[src/rtl/controle_pc.sv]
// Fetch/execute/update sequencer for the nRISC 8-bit PC register and instruction fetch.
// All outputs come from registers or from a decode of the registered state.
module controle_pc #(
  parameter int unsigned TIMEOUT = 15
) (
  input  logic       c,
  input  logic       rst_n,
  input  logic       start,
  input  logic       imem_ack,
  input  logic [7:0] imem_data,
  input  logic       exec_done,
  input  logic       branch_en,
  input  logic [7:0] branch_target,
  input  logic       halt_req,
  input  logic       resume,
  output logic       imem_req,
  output logic [7:0] IR,
  output logic       exec_start,
  output logic       halt,
  output logic       EscPC,
  output logic [7:0] overridePC,
  output logic [2:0] state,
  output logic       fault
);

  typedef enum logic [2:0] {
    IDLE   = 3'd0,
    FETCH  = 3'd1,
    EXEC   = 3'd2,
    UPDATE = 3'd3,
    HALTED = 3'd4,
    FAULT  = 3'd5
  } state_t;

  localparam logic [7:0] CNT_LAST = 8'(TIMEOUT - 1);

  state_t     state_q, state_d;
  logic [7:0] cnt_q, cnt_d;
  logic [7:0] ir_q, ir_d;
  logic       br_q, br_d;
  logic [7:0] tgt_q, tgt_d;
  logic       hlt_q, hlt_d;
  logic       fault_q, fault_d;
  logic       exec_start_q, exec_start_d;

  always_ff @(posedge c or negedge rst_n) begin
    if (!rst_n) begin
      state_q      <= IDLE;
      cnt_q        <= '0;
      ir_q         <= '0;
      br_q         <= 1'b0;
      tgt_q        <= '0;
      hlt_q        <= 1'b0;
      fault_q      <= 1'b0;
      exec_start_q <= 1'b0;
    end else begin
      state_q      <= state_d;
      cnt_q        <= cnt_d;
      ir_q         <= ir_d;
      br_q         <= br_d;
      tgt_q        <= tgt_d;
      hlt_q        <= hlt_d;
      fault_q      <= fault_d;
      exec_start_q <= exec_start_d;
    end
  end

  always_comb begin
    state_d      = state_q;
    cnt_d        = cnt_q;
    ir_d         = ir_q;
    br_d         = br_q;
    tgt_d        = tgt_q;
    hlt_d        = hlt_q;
    fault_d      = fault_q;
    exec_start_d = 1'b0;
    case (state_q)
      IDLE: begin
        if (start) begin
          state_d = FETCH;
          cnt_d   = '0;
        end
      end
      FETCH: begin
        // An ack on the timeout cycle still wins over the fault.
        if (imem_ack) begin
          ir_d         = imem_data;
          state_d      = EXEC;
          exec_start_d = 1'b1;
        end else if (cnt_q == CNT_LAST) begin
          state_d = FAULT;
          fault_d = 1'b1;
        end else begin
          cnt_d = cnt_q + 8'd1;
        end
      end
      EXEC: begin
        if (exec_done) begin
          br_d    = branch_en;
          tgt_d   = branch_target;
          hlt_d   = halt_req;
          state_d = halt_req ? HALTED : UPDATE;
        end
      end
      UPDATE: begin
        state_d = FETCH;
        cnt_d   = '0;
      end
      HALTED: begin
        // Dropping the branch makes the PC step past the halt instruction.
        if (resume) begin
          br_d    = 1'b0;
          hlt_d   = 1'b0;
          state_d = UPDATE;
        end
      end
      FAULT: begin
        state_d = FAULT;
      end
      default: begin
        state_d = IDLE;
      end
    endcase
  end

  assign imem_req   = (state_q == FETCH);
  assign IR         = ir_q;
  assign exec_start = exec_start_q;
  assign halt       = (state_q != UPDATE) | hlt_q;
  assign EscPC      = (state_q == UPDATE) & br_q;
  assign overridePC = (state_q == UPDATE) ? tgt_q : '0;
  assign state      = state_q;
  assign fault      = fault_q;

endmodule

[config.mk]
export PLATFORM = sky130hd
export DESIGN_NAME = controle_pc
export DESIGN_NICKNAME = d
export VERILOG_FILES = /design/src/rtl/controle_pc.sv
export SDC_FILE = /design/constraint.sdc
export NUM_CORES = 1
export LEC_CHECK = 0
export ABC_AREA = 1
export CAP_MARGIN = 10
export CORE_UTILIZATION = 50
export CTS_CLUSTER_SIZE = 12
export DETAILED_ROUTE_END_ITERATION = 8
export HOLD_SLACK_MARGIN = 0.03
export PLACE_DENSITY = 0.84
export RECOVER_POWER = 100
export SYNTH_ARGS = -nofsm -noshare
export SYNTH_HDL_FRONTEND = slang
export SYNTH_SLANG_ARGS = --single-unit
[constraint.sdc]
create_clock -name c -period 1.9 [get_ports c]
set_input_delay 0.38 -clock c [delete_from_list [all_inputs] [get_ports c]]
set_output_delay 0.38 -clock c [all_outputs]
set_load 0.03 [all_outputs]
After elaboration in Yosys (flattened, before gate mapping):

Index checks and enable logic that the tools add are counted.

* flip-flop bits (word level): 31
* output and inout port bits: 24
* word-level logic and storage cells: 53
* input bits: 24

* $add $sub $neg: 1
* bitwise operators: 3
* equality and inequality tests: 13
* multiplexer cells: 19
* reduce and logical (&&, ||, !) cells: 9

Operator list (number)
* 8-bit 2-to-1 mux: 4
* 8-bit case mux with 3 select lines: 1
* 3-bit 2-to-1 mux: 6
* 3-bit case mux with 6 select lines: 1
* 2-bit inequality test, second input constant: 5
* 8-bit by 1-bit adder with 8-bit output, second input constant: 1
* 8-bit by 4-bit equality test with 1-bit output, second input constant: 1
* 4-bit AND reduction: 2
* 3-bit by 2-bit equality test with 1-bit output, second input constant: 2
* 3-bit equality test, second input constant: 2
* 3-bit by 2-bit inequality test with 1-bit output, second input constant: 2
* 3-bit AND reduction: 2
* 1-bit 2-to-1 mux: 5
* 1-bit case mux with 2 select lines: 2
* 2-bit AND reduction: 2
* 3-bit by 1-bit equality test with 1-bit output, second input constant: 1
* 3-bit zero test: 1
* 3-bit nonzero test: 1
* 2-bit nonzero test: 1
* 1-bit bitwise AND: 1
* 1-bit NOT: 1
* 1-bit OR: 1

Longest topological paths before layout:

Gate-level depths: netlist of run 1.

* depth in word-level cells: 4
* depth in mapped cells: 9

Least setup slack after synthesis of run 1:

Ideal clock, no wire load.

* path kind: register -> output
* start: reg state_q[1] (netlist: state[1])
* end: out EscPC
* path buffers: 0
* arrival time: 1.481 ns
* cell stages (with the launch flop): 5
* slack: 0.039 ns
* path through: dfrtp_1 -> inv_1 -> nor3_1 -> inv_2 -> nor2_1

* longest elaborated chain between the ends: 2

Ends and longest elaborated chain
* start, declared: line 37 `state_t state_q, state_d;`
* start signal, assigned: line 57 `state_q <= state_d;`
* 3-bit by 2-bit equality test with 1-bit output: line 130 `assign EscPC = (state_q == UPDATE) & br_q;`
* 1-bit bitwise AND: line 130
* end, declared: line 20 `output logic EscPC,`

No other way between the ends.

Final worst setup path of run 1:

* start: reg ir_q[6] (netlist: IR[6])
* end: out IR[6]

RTL lines
* start, declared: line 39 `logic [7:0] ir_q, ir_d;`
* start signal, assigned: line 59 `ir_q <= ir_d;`
* end, declared: line 17 `output logic [7:0] IR,`

No word-level cell between the ends.

==> results.yml, run 1 <==
grt:
  grt_pass1_wl_um: 5820
  grt_usage: 0.228
  overflow: 0
  antenna_found_initial: 0
  grt_max_degree: 32
  grt_pass1_vias: 1345
drt:
  drc_errors: 0
  dr.pass1.iters: 6
  routed_wl_um: 3310
  viasPerCell: 4.75
  drtIter0Drc: 50
  vias: 1453
  wl_per_cell_um: 10.8
  drtAntennaViolNets: 0
clock_network:
  root_buffer: "clkbuf_4"
  cts_tree: "built"
  clkLatencyLatePin_ns: 0.33
  clk_pin_slew_ns: 0.09
  htreeDepth: 2
  clockBufferDepth: 2
  clock-sinks: 31
  cts_hold_buf: 0
  numCtsBuffers: 5
floorplan:
  die_h_um: 59.0
  boundaryPins: 48
  start_util: 0.528
  rows: 20
  core_um2: 3080
  die_x_um: 59.0
  die_area_um2: 3490
synthesis:
  synth_seq_area_share: 0.477
  ys_types: 23
  synthFlopType: "dfrtp_1"
  synth_nets: 231
  synth-edff-count: 0
  synth_most_common_cell: "nand2_1"
  yosysTopAreaCellShare: 0.477
  ys_seq_elements: 31
  yosys_warnings: 0
  synth_cells: 205
  syn_avg_cell_area_um2: 7.93
  syn-cell-area_um2: 1630
  synthTopCellsByCount: "65 x nand2_1, 31 x dfrtp_1, 30 x nor2_1, 23 x inv_1, 12 x nand3_1"
  async_reset_ff_frac: 1.00
  synthTopCellsByArea: "dfrtp_1 48%, nand2_1 15%, nor2_1 6.9%, inv_1 5.3%, nand3_1 3.7%"
  synth_top_area_cell: "dfrtp_1"
setup_path:
  crit_path_start_kind: "register"
  cp_cell_sequence: "dlygate4sd3_1"
  cp-end-kind: "output port"
  worstSetupPathType: "register to output port"
  rr_worst_depth: 8
  crit_fanout: 2
  reg2reg_setup_slack_ns: 0.17
  slowest_stage: "dlygate4sd3_1"
  rr_endpoint: "cnt_q[0]$_DFFE_PN0P_"
  critPathRequiredTime_ns: 1.52
  r2r-start: "state[1]$_DFFE_PN0P_"
  cp_data_arrival_time_ns: 1.44
  slowest_delay_ns: 0.74
  path_buf_inv: 1
  critical_path.top_delay_family: "buffers and inverters"
power:
  cellPowerDensity_nw_per_um2: 568
  ir_worst_vdd_v: 0.000451
  p_leak_nw: 1.16
cells_and_area:
  diodes: 0
  syn_to_final_growth_pct: 32.3
  utilization: 0.699
  register_area_um2: 776
  multiInputGateArea_um2: 701
  fill_cells: 285
  num-nets-final: 287
  fin_area_um2: 2150
  layout-drive-gt1-share: 0.134
timing:
  relSlewSlack: 0.502
  finalHoldViolations: 0
  fin_setup_tns_ns: 0
  clock_skew_ns: 0.00495
  worst_pin_slew_ns: 0.747
  fmax_mhz: 549
  finalCriticalPeriod_ns: 1.82
  setup_violations: 0
  timing.final.crit_share: 0.959
  grt_setup_unrepaired: "false"
  drv_slew: 0
run:
  max-cap-violations: 0
worst_hold_path:
  min_path_cells: 1
  hold-path-endpoint: "fault$_DFFE_PN0P_"
  hp-start: "fault$_DFFE_PN0P_"
  min_path_type: "register to register"
place:
  dpl_cell_area_um2: 2140
  place.gp.congestion: 0.801
  dp_hpwl_um: 2480
  port_buffers: 47
status:
  status: "finished clean"
-- logic make-up after synthesis --
group / count (synthesis) / synth area share
AOI/OAI and AO/OA: 18 / 0.0669
xor gates and xnor gates: 3 / 0.0162
adders and majority gates: 2 / 0.0154
buffers and inverters: 29 / 0.0761
DFF: 31 / 0.477
and+or+nand+nor: 122 / 0.348
-- flip-flops by register name, summed over array words and instances, names as in the netlist --
name / count
IR: 8
br_q: 1
cnt_q: 8
exec_start: 1
fault: 1
hlt_q: 1
state: 3
tgt_q: 8
-- through the flow --
step	hold slack (ns)	cells	worst slack (ns)	power [mW]
6_report	0.472	306	0.0772	1.22
2_1_floorplan	0.0844	205	0.0386	0.715
5_1_grt	0.492	306	0.0157	1.28
3_5_place_dp	0.461	298	0.143	0.798
3_3_place_gp	0.456	298	0.176	0.797
4_1_cts	0.430	306	0.0760	1.25
-- final cells by class --
class / count / area share
clock buffers: 7 / 0.0302
repair buffers: 51 / 0.208
inverters: 27 / 0.0471
well taps: 44 / 0.0256
clock inverters: 1 / 0.00349
multi-input cells: 145 / 0.326
flip-flops and latches: 31 / 0.360
-- report_power, final --
group	total, mW	leakage (nW)	internal (mW)	switching [mW]
Combinational	0.108	0.755	0.0589	0.0488
Sequential	0.673	0.372	0.668	0.00521
Clock	0.442	0.0375	0.216	0.226
-- how the worst max path moves through the flow --
| stage | cells after the start | to | from | slack (ns) |
|---|---|---|---|---|
| finish | 1 | IR[6] | IR[6]$_DFFE_PN0P_ | 0.08 |
| global route | 5 | overridePC[4] | state[0]$_DFFE_PN0P_ | 0.02 |
| CTS | 1 | state[0] | state[0]$_DFFE_PN0P_ | 0.08 |
| detailed placement | 4 | halt | state[0]$_DFFE_PN0P_ | 0.14 |
| global placement | 4 | halt | state[0]$_DFFE_PN0P_ | 0.18 |
| floorplan | 4 | EscPC | state[1]$_DFFE_PN0P_ | 0.04 |
-- placed cells by master, fill, tap and decap left out, types with 3 or more instances in the layout --
cell type        synthesis  final
nand3_1                 12     12
nor2_1                  30     33
o21ai_0                  3      4
a21oi_1                  9      9
buf_2                    0      5
dfrtp_1                 31     31
clkbuf_2                 0      4
dlygate4sd3_1            0      7
inv_1                   23     25
nand2_1                 65     67
clkbuf_4                 0      5
clkdlybuf4s50_1          0     27
dlygate4sd2_1            0      4
o21ai_2                  3      3
buf_4                    0      3
-- repair_timing --
item	in CTS	in global routing
gates resized for setup	5	1
buffers inserted	0	0
endpoints found under the setup margin	8	5
pin swaps	0	0
-- metal layers --
metal	global-route usage	share of wire
met5	0	0
met4	0.133	0.024
met3	0.0459	0.042
met2	0.364	0.49
met1	0.290	0.44
Power figures use the tool's default switching activity.
==> run 2: changes to the inputs <==
--- a/config.mk
+++ b/config.mk
@@ -7,11 +7,11 @@
 export LEC_CHECK = 0
 export ABC_AREA = 1
 export CAP_MARGIN = 10
-export CORE_UTILIZATION = 50
+export CORE_UTILIZATION = 45
 export CTS_CLUSTER_SIZE = 12
 export DETAILED_ROUTE_END_ITERATION = 8
 export HOLD_SLACK_MARGIN = 0.03
-export PLACE_DENSITY = 0.84
+export PLACE_DENSITY = 0.77
 export RECOVER_POWER = 100
 export SYNTH_ARGS = -nofsm -noshare
 export SYNTH_HDL_FRONTEND = slang
==> constraint.sdc (replaced) <==
create_clock -name c -period 1.8 [get_ports c]
set_input_delay 0.36 -clock c [delete_from_list [all_inputs] [get_ports c]]
set_output_delay 0.36 -clock c [all_outputs]
set_load 0.03 [all_outputs]
==> run 2 against run 1 <==
Net effect:
- final area grew 1.6%
- sequential share of layout area decreased by 0.56 points
- critical path depth rose by 4
- sequential cell count is the same
- worst setup slack got worse by 0.028 ns
- count of clock-buffer cells in the layout unchanged
- global-route usage shrank 2.9 points
- via count up 0.41%
- combinational power up 8%
- first-iteration DRC count rose by 18%
- largest cell class unchanged
==> results.yml, run 2 (synthesis gave the netlist of run 1 again) <==
drt:
  routed_wl_um: 3430
  wl_per_cell_um: 11.1
  vias: 1459
  drtAntennaViolNets: 0
  drtIter0Drc: 59
  dr.pass1.iters: 5
  drc_errors: 0
  viasPerCell: 4.72
floorplan:
  die_x_um: 62.1
  rows: 21
  start_util: 0.480
  die_h_um: 62.1
  die_area_um2: 3860
  core_um2: 3390
  boundaryPins: 48
setup_path:
  critical_path.top_delay_family: "flip-flops"
  critPathRequiredTime_ns: 1.44
  cp-end-kind: "output port"
  crit_fanout: 9
  cp_cell_sequence: "inv_2 > nor3_4 > inv_4 > nor2_1 > buf_4"
  slowest_stage: "dfrtp_1"
  worstSetupPathType: "register to output port"
  cp_data_arrival_time_ns: 1.39
  crit_path_start_kind: "register"
  slowest_delay_ns: 0.41
  path_buf_inv: 3
run:
  max-cap-violations: 0
cells_and_area:
  diodes: 0
  syn_to_final_growth_pct: 34.4
  register_area_um2: 776
  stdcell_count: 309
  multiInputGateArea_um2: 719
  final_common_cell: "nand2_1"
  layout-drive-gt1-share: 0.167
  num-nets-final: 288
  utilization: 0.645
  mostFrequentLayoutCells: "65 x nand2_1, 32 x clkdlybuf4s50_1, 31 x dfrtp_1"
  fill_cells: 283
grt:
  grt_max_degree: 32
  overflow: 0
  antenna_found_initial: 0
  grt_pass1_vias: 1429
  grt_use_met3: 0.0570
  grt_busiest_layer: "met2"
  grt_usage: 0.199
  grt.met2_usage: 0.341
  met1_usage: 0.238
  grt_pass1_wl_um: 6040
clock_network:
  clkLatencyLatePin_ns: 0.33
  clock-sinks: 31
  numCtsBuffers: 5
  root_buffer: "clkbuf_4"
  htreeDepth: 2
  cts_hold_buf: 0
  clockBufferDepth: 2
  cts_tree: "built"
  clk_pin_slew_ns: 0.10
timing:
  grt_setup_unrepaired: "true"
  worst_pin_slew_ns: 0.761
  fmax_mhz: 571
  relSlewSlack: 0.492
  setup_violations: 0
  drv_slew: 0
  finalCriticalPeriod_ns: 1.75
  timing.final.crit_share: 0.972
  setup_ws_ns: 0.0496
  fin_setup_tns_ns: 0
  finalHoldViolations: 0
  clock_skew_ns: 0.00838
place:
  place.gp.congestion: 0.829
  dp_cells: 301
  pre_cts_slack_ns: 0.127
  port_buffers: 47
  dp_hpwl_um: 2470
power:
  total_power_mw: 1.21
  cellPowerDensity_nw_per_um2: 554
  p_leak_nw: 1.14
  ir_worst_vdd_v: 0.000450
worst_hold_path:
  min_path_type: "register to register"
status:
  status: "finished clean"
## run 2: changes by cell type in the layout (fill, tap and decap cells not counted), moves of 3 or more
cell	change
buf_4	+10
dlygate4sd3_1	-6
buf_2	-5
clkdlybuf4s50_1	+5
nand2_4	+3
nor2_1	-3
nor2_2	+3
## run 2: final cells by class
class                   instances  share of cell area
inverters                      27              0.0475
repair buffers                 52               0.219
clock buffers                   7              0.0206
clock inverters                 1             0.00229
multi-input cells             145               0.329
flip-flops and latches         31               0.355
well taps                      46              0.0263
## run 2: worst paths after layout
kind | from | to | slack [ns] | cells past startpoint
setup / recovery | state[0]$_DFFE_PN0P_ | overridePC[3] | 0.05 | 5
hold / removal | IR[1]$_DFFE_PN0P_ | IR[1]$_DFFE_PN0P_ | 0.49 | 2
setup reg to reg | state[0]$_DFFE_PN0P_ | cnt_q[1]$_DFFE_PN0P_ | 0.17 | 9
hold reg to reg | IR[1]$_DFFE_PN0P_ | IR[1]$_DFFE_PN0P_ | 0.49 | 2
max in group asynchronous | rst_n | IR[7]$_DFFE_PN0P_ | 0.69 | 2
min in group asynchronous | rst_n | cnt_q[6]$_DFFE_PN0P_ | 0.62 | 2
## run 2: repair_timing
item | in CTS | in global routing
gates resized for setup | 6 | 5
hold endpoints to repair | 0 | 0
setup endpoints to repair | 12 | 11
setup buffers | 1 | 0
pin swaps | 2 | 0
cloned | 0 | 0
## run 2: metrics by stage
| stage | hold slack, ns | area (µm²) |
|---|---|---|
| final | 0.491 | 2190 |
| after global routing | 0.522 | 2190 |
| after CTS | 0.408 | 2200 |
| after detailed placement | 0.472 | 2140 |
| after global placement | 0.463 | 2140 |
| after floorplan | 0.0644 | 1630 |
## run 2: worst register-to-register path, cell delays in order, from the launching register on
cell     delay (ns)
dfrtp_1        0.41
inv_2          0.07
buf_4          0.15
nor2_4         0.14
nand2_4        0.07
nor2_2         0.37
nor2_2         0.09
nand2_4        0.13
nand2_1        0.07
o21ai_0        0.06
## run 2: per-layer routing
layer	wire (µm)	vias up
met4	35	0
met2	1680	40
met5	0	-
met3	185	4
li1	-	745
met1	1530	670
## run 2: power breakdown
part / internal, mW / switching (mW)
Sequential: 0.705 / 0.00566
Combinational: 0.0652 / 0.0518
Clock: 0.152 / 0.231
Total: 0.922 / 0.288
==> run 3: changes to the inputs <==
--- a/config.mk
+++ b/config.mk
@@ -10,9 +10,11 @@
 export CORE_UTILIZATION = 45
 export CTS_CLUSTER_SIZE = 12
 export DETAILED_ROUTE_END_ITERATION = 8
+export DONT_BUFFER_PORTS = 1
 export HOLD_SLACK_MARGIN = 0.03
-export PLACE_DENSITY = 0.77
+export PLACE_DENSITY = 0.6
 export RECOVER_POWER = 100
+export SKIP_LAST_GASP = 1
 export SYNTH_ARGS = -nofsm -noshare
 export SYNTH_HDL_FRONTEND = slang
 export SYNTH_SLANG_ARGS = --single-unit
==> run 3 against run 2 <==
Net effect:
- via count decreased by 9.5%
- first-iteration DRC count decreased by 36%
- combinational power decreased by 75%
- sequential share of layout area increased by 7.5 points
- largest cell class unchanged
==> results.yml, run 3 (synthesis gave the netlist of run 1 again) <==
timing:
  grt_setup_unrepaired: "true"
  finalCriticalPeriod_ns: 1.72
  fmax_mhz: 580
  worst_pin_slew_ns: 0.768
  finalHoldViolations: 0
  timing.final.crit_share: 0.958
  relSlewSlack: 0.488
  clock_skew_ns: 0.00612
  setup_violations: 0
  holdWs_ns: 0.135
  drv_slew: 0
  fin_setup_tns_ns: 0
power:
  ir_worst_vdd_v: 0.000520
  power.net_switching_mw: 0.279
  power_frac_comb: 0.025
  pwr-share-seq: 0.623
  total_power_mw: 1.17
  swShare: 0.238
  cellPowerDensity_nw_per_um2: 649
  power.internal_mw: 0.893
  power_frac_clock: 0.352
  p_leak_nw: 0.999
drt:
  wl_per_cell_um: 12.1
  vias: 1320
  viasPerCell: 4.89
  drtAntennaViolNets: 0
  dr.pass1.iters: 4
  routed_wl_um: 3260
  drc_errors: 0
  drtIter0Drc: 38
setup_path:
  slowest_delay_ns: 0.42
  cp-end-kind: "output port"
  cp_cell_sequence: "nor3_4 > inv_2 > nor2_1 > buf_4"
  crit_path_start_kind: "register"
  cp_data_arrival_time_ns: 1.36
  worstSetupPathType: "register to output port"
  slowest_stage: "dfrtp_1"
  critPathRequiredTime_ns: 1.44
  rr_worst_depth: 7
  crit_fanout: 9
cells_and_area:
  fin_area_um2: 1800
  final_common_cell: "nand2_1"
  utilization: 0.532
  syn_to_final_growth_pct: 10.9
  mostFrequentLayoutCells: "67 x nand2_1, 32 x nor2_1, 31 x dfrtp_1"
  diodes: 0
  num-nets-final: 250
  layout-drive-gt1-share: 0.161
clock_network:
  numCtsBuffers: 5
  clkLatencyLatePin_ns: 0.33
  htreeDepth: 2
  root_buffer: "clkbuf_4"
  cts_tree: "built"
  post_cts.repair.setup_buffers: 0
  clk_pin_slew_ns: 0.10
  clock-sinks: 31
  clockBufferDepth: 2
place:
  dp_hpwl_um: 2460
  place.gp.congestion: 0.773
  dpl_cell_area_um2: 1750
  port_buffers: 0
grt:
  grt_pass1_vias: 1290
  grt_max_degree: 32
  antenna_found_initial: 0
  overflow: 0
  grt_usage: 0.196
  grt_pass1_wl_um: 5890
floorplan:
  die_h_um: 62.1
  start_util: 0.480
  core_um2: 3390
  die_area_um2: 3860
  die_x_um: 62.1
  rows: 21
  boundaryPins: 48
worst_hold_path:
  min_path_type: "input pin to register"
  min_path_cells: 2
status:
  status: "finished clean"
run:
  max-cap-violations: 0
run 3: cell types whose count changed in the layout (fill, tap and decap cells not counted), sizes merged:
| cell | change |
|---|---|
| buf | -2 |
| dlygate4sd2 | -2 |
| dlymetal6s2s | -1 |
| clkbuf | -2 |
| clkdlybuf4s50 | -32 |
run 3: metrics by stage:
stage | setup WS [ns] | cells
final | 0.0763 | 270
after detailed placement | 0.303 | 261
after global placement | 0.342 | 261
after global routing | -0.0675 | 270
after CTS | 0.0513 | 270
after floorplan | -0.0414 | 205
run 3: final timing paths:
kind	slack [ns]	startpoint	endpoint
setup / recovery	0.08	state[2]$_DFFE_PN0P_	overridePC[1]
hold / removal	0.13	imem_data[7]	IR[7]$_DFFE_PN0P_
setup reg to reg	0.14	state[2]$_DFFE_PN0P_	cnt_q[2]$_DFFE_PN0P_
hold reg to reg	0.52	tgt_q[7]$_DFFE_PN0P_	tgt_q[7]$_DFFE_PN0P_
max in group asynchronous	0.63	rst_n	cnt_q[3]$_DFFE_PN0P_
min in group asynchronous	0.68	rst_n	state[2]$_DFFE_PN0P_
run 3: area by class of cell:
cell class	instances	area (µm²)
clock buffer	6	51.3
timing repair buffer	14	105
clock inverter	1	5.00
fill	330	1590
multi-input combinational	145	708
tap	46	57.6
sequential	31	776
inverter	27	101
run 3: power groups by stage:
stage / Sequential, mW / Combinational, mW / Clock [mW]
floorplan: 0.742 / 0.0120 / 0
global placement: 0.744 / 0.0131 / 0
detailed placement: 0.744 / 0.0138 / 0
CTS: 0.730 / 0.0354 / 0.423
global route: 0.732 / 0.0361 / 0.471
finish: 0.730 / 0.0296 / 0.412
run 3: worst max-delay path: cells and delay by family, from the launching register on:
kind,cells,cell delay (ns)
buffers and inverters,2,0.28
flip-flops,1,0.42
AND/OR/NAND/NOR,2,0.34
run 3: layer usage:
layer | vias to the layer above | track usage | share of wire
met2 | 32 | 0.348 | 0.49
met1 | 615 | 0.220 | 0.44
li1 | 668 | - | -
met3 | 5 | 0.0643 | 0.056
met4 | 0 | 0.0610 | 0.014
met5 | - | 0 | 0
run 3: timing repair:
item / 4_1_cts / 5_1_grt
hold endpoints to repair: 31 / 0
resized for setup: 1 / 1
setup endpoints to repair: 9 / 9
hold buffers: 2 / 0
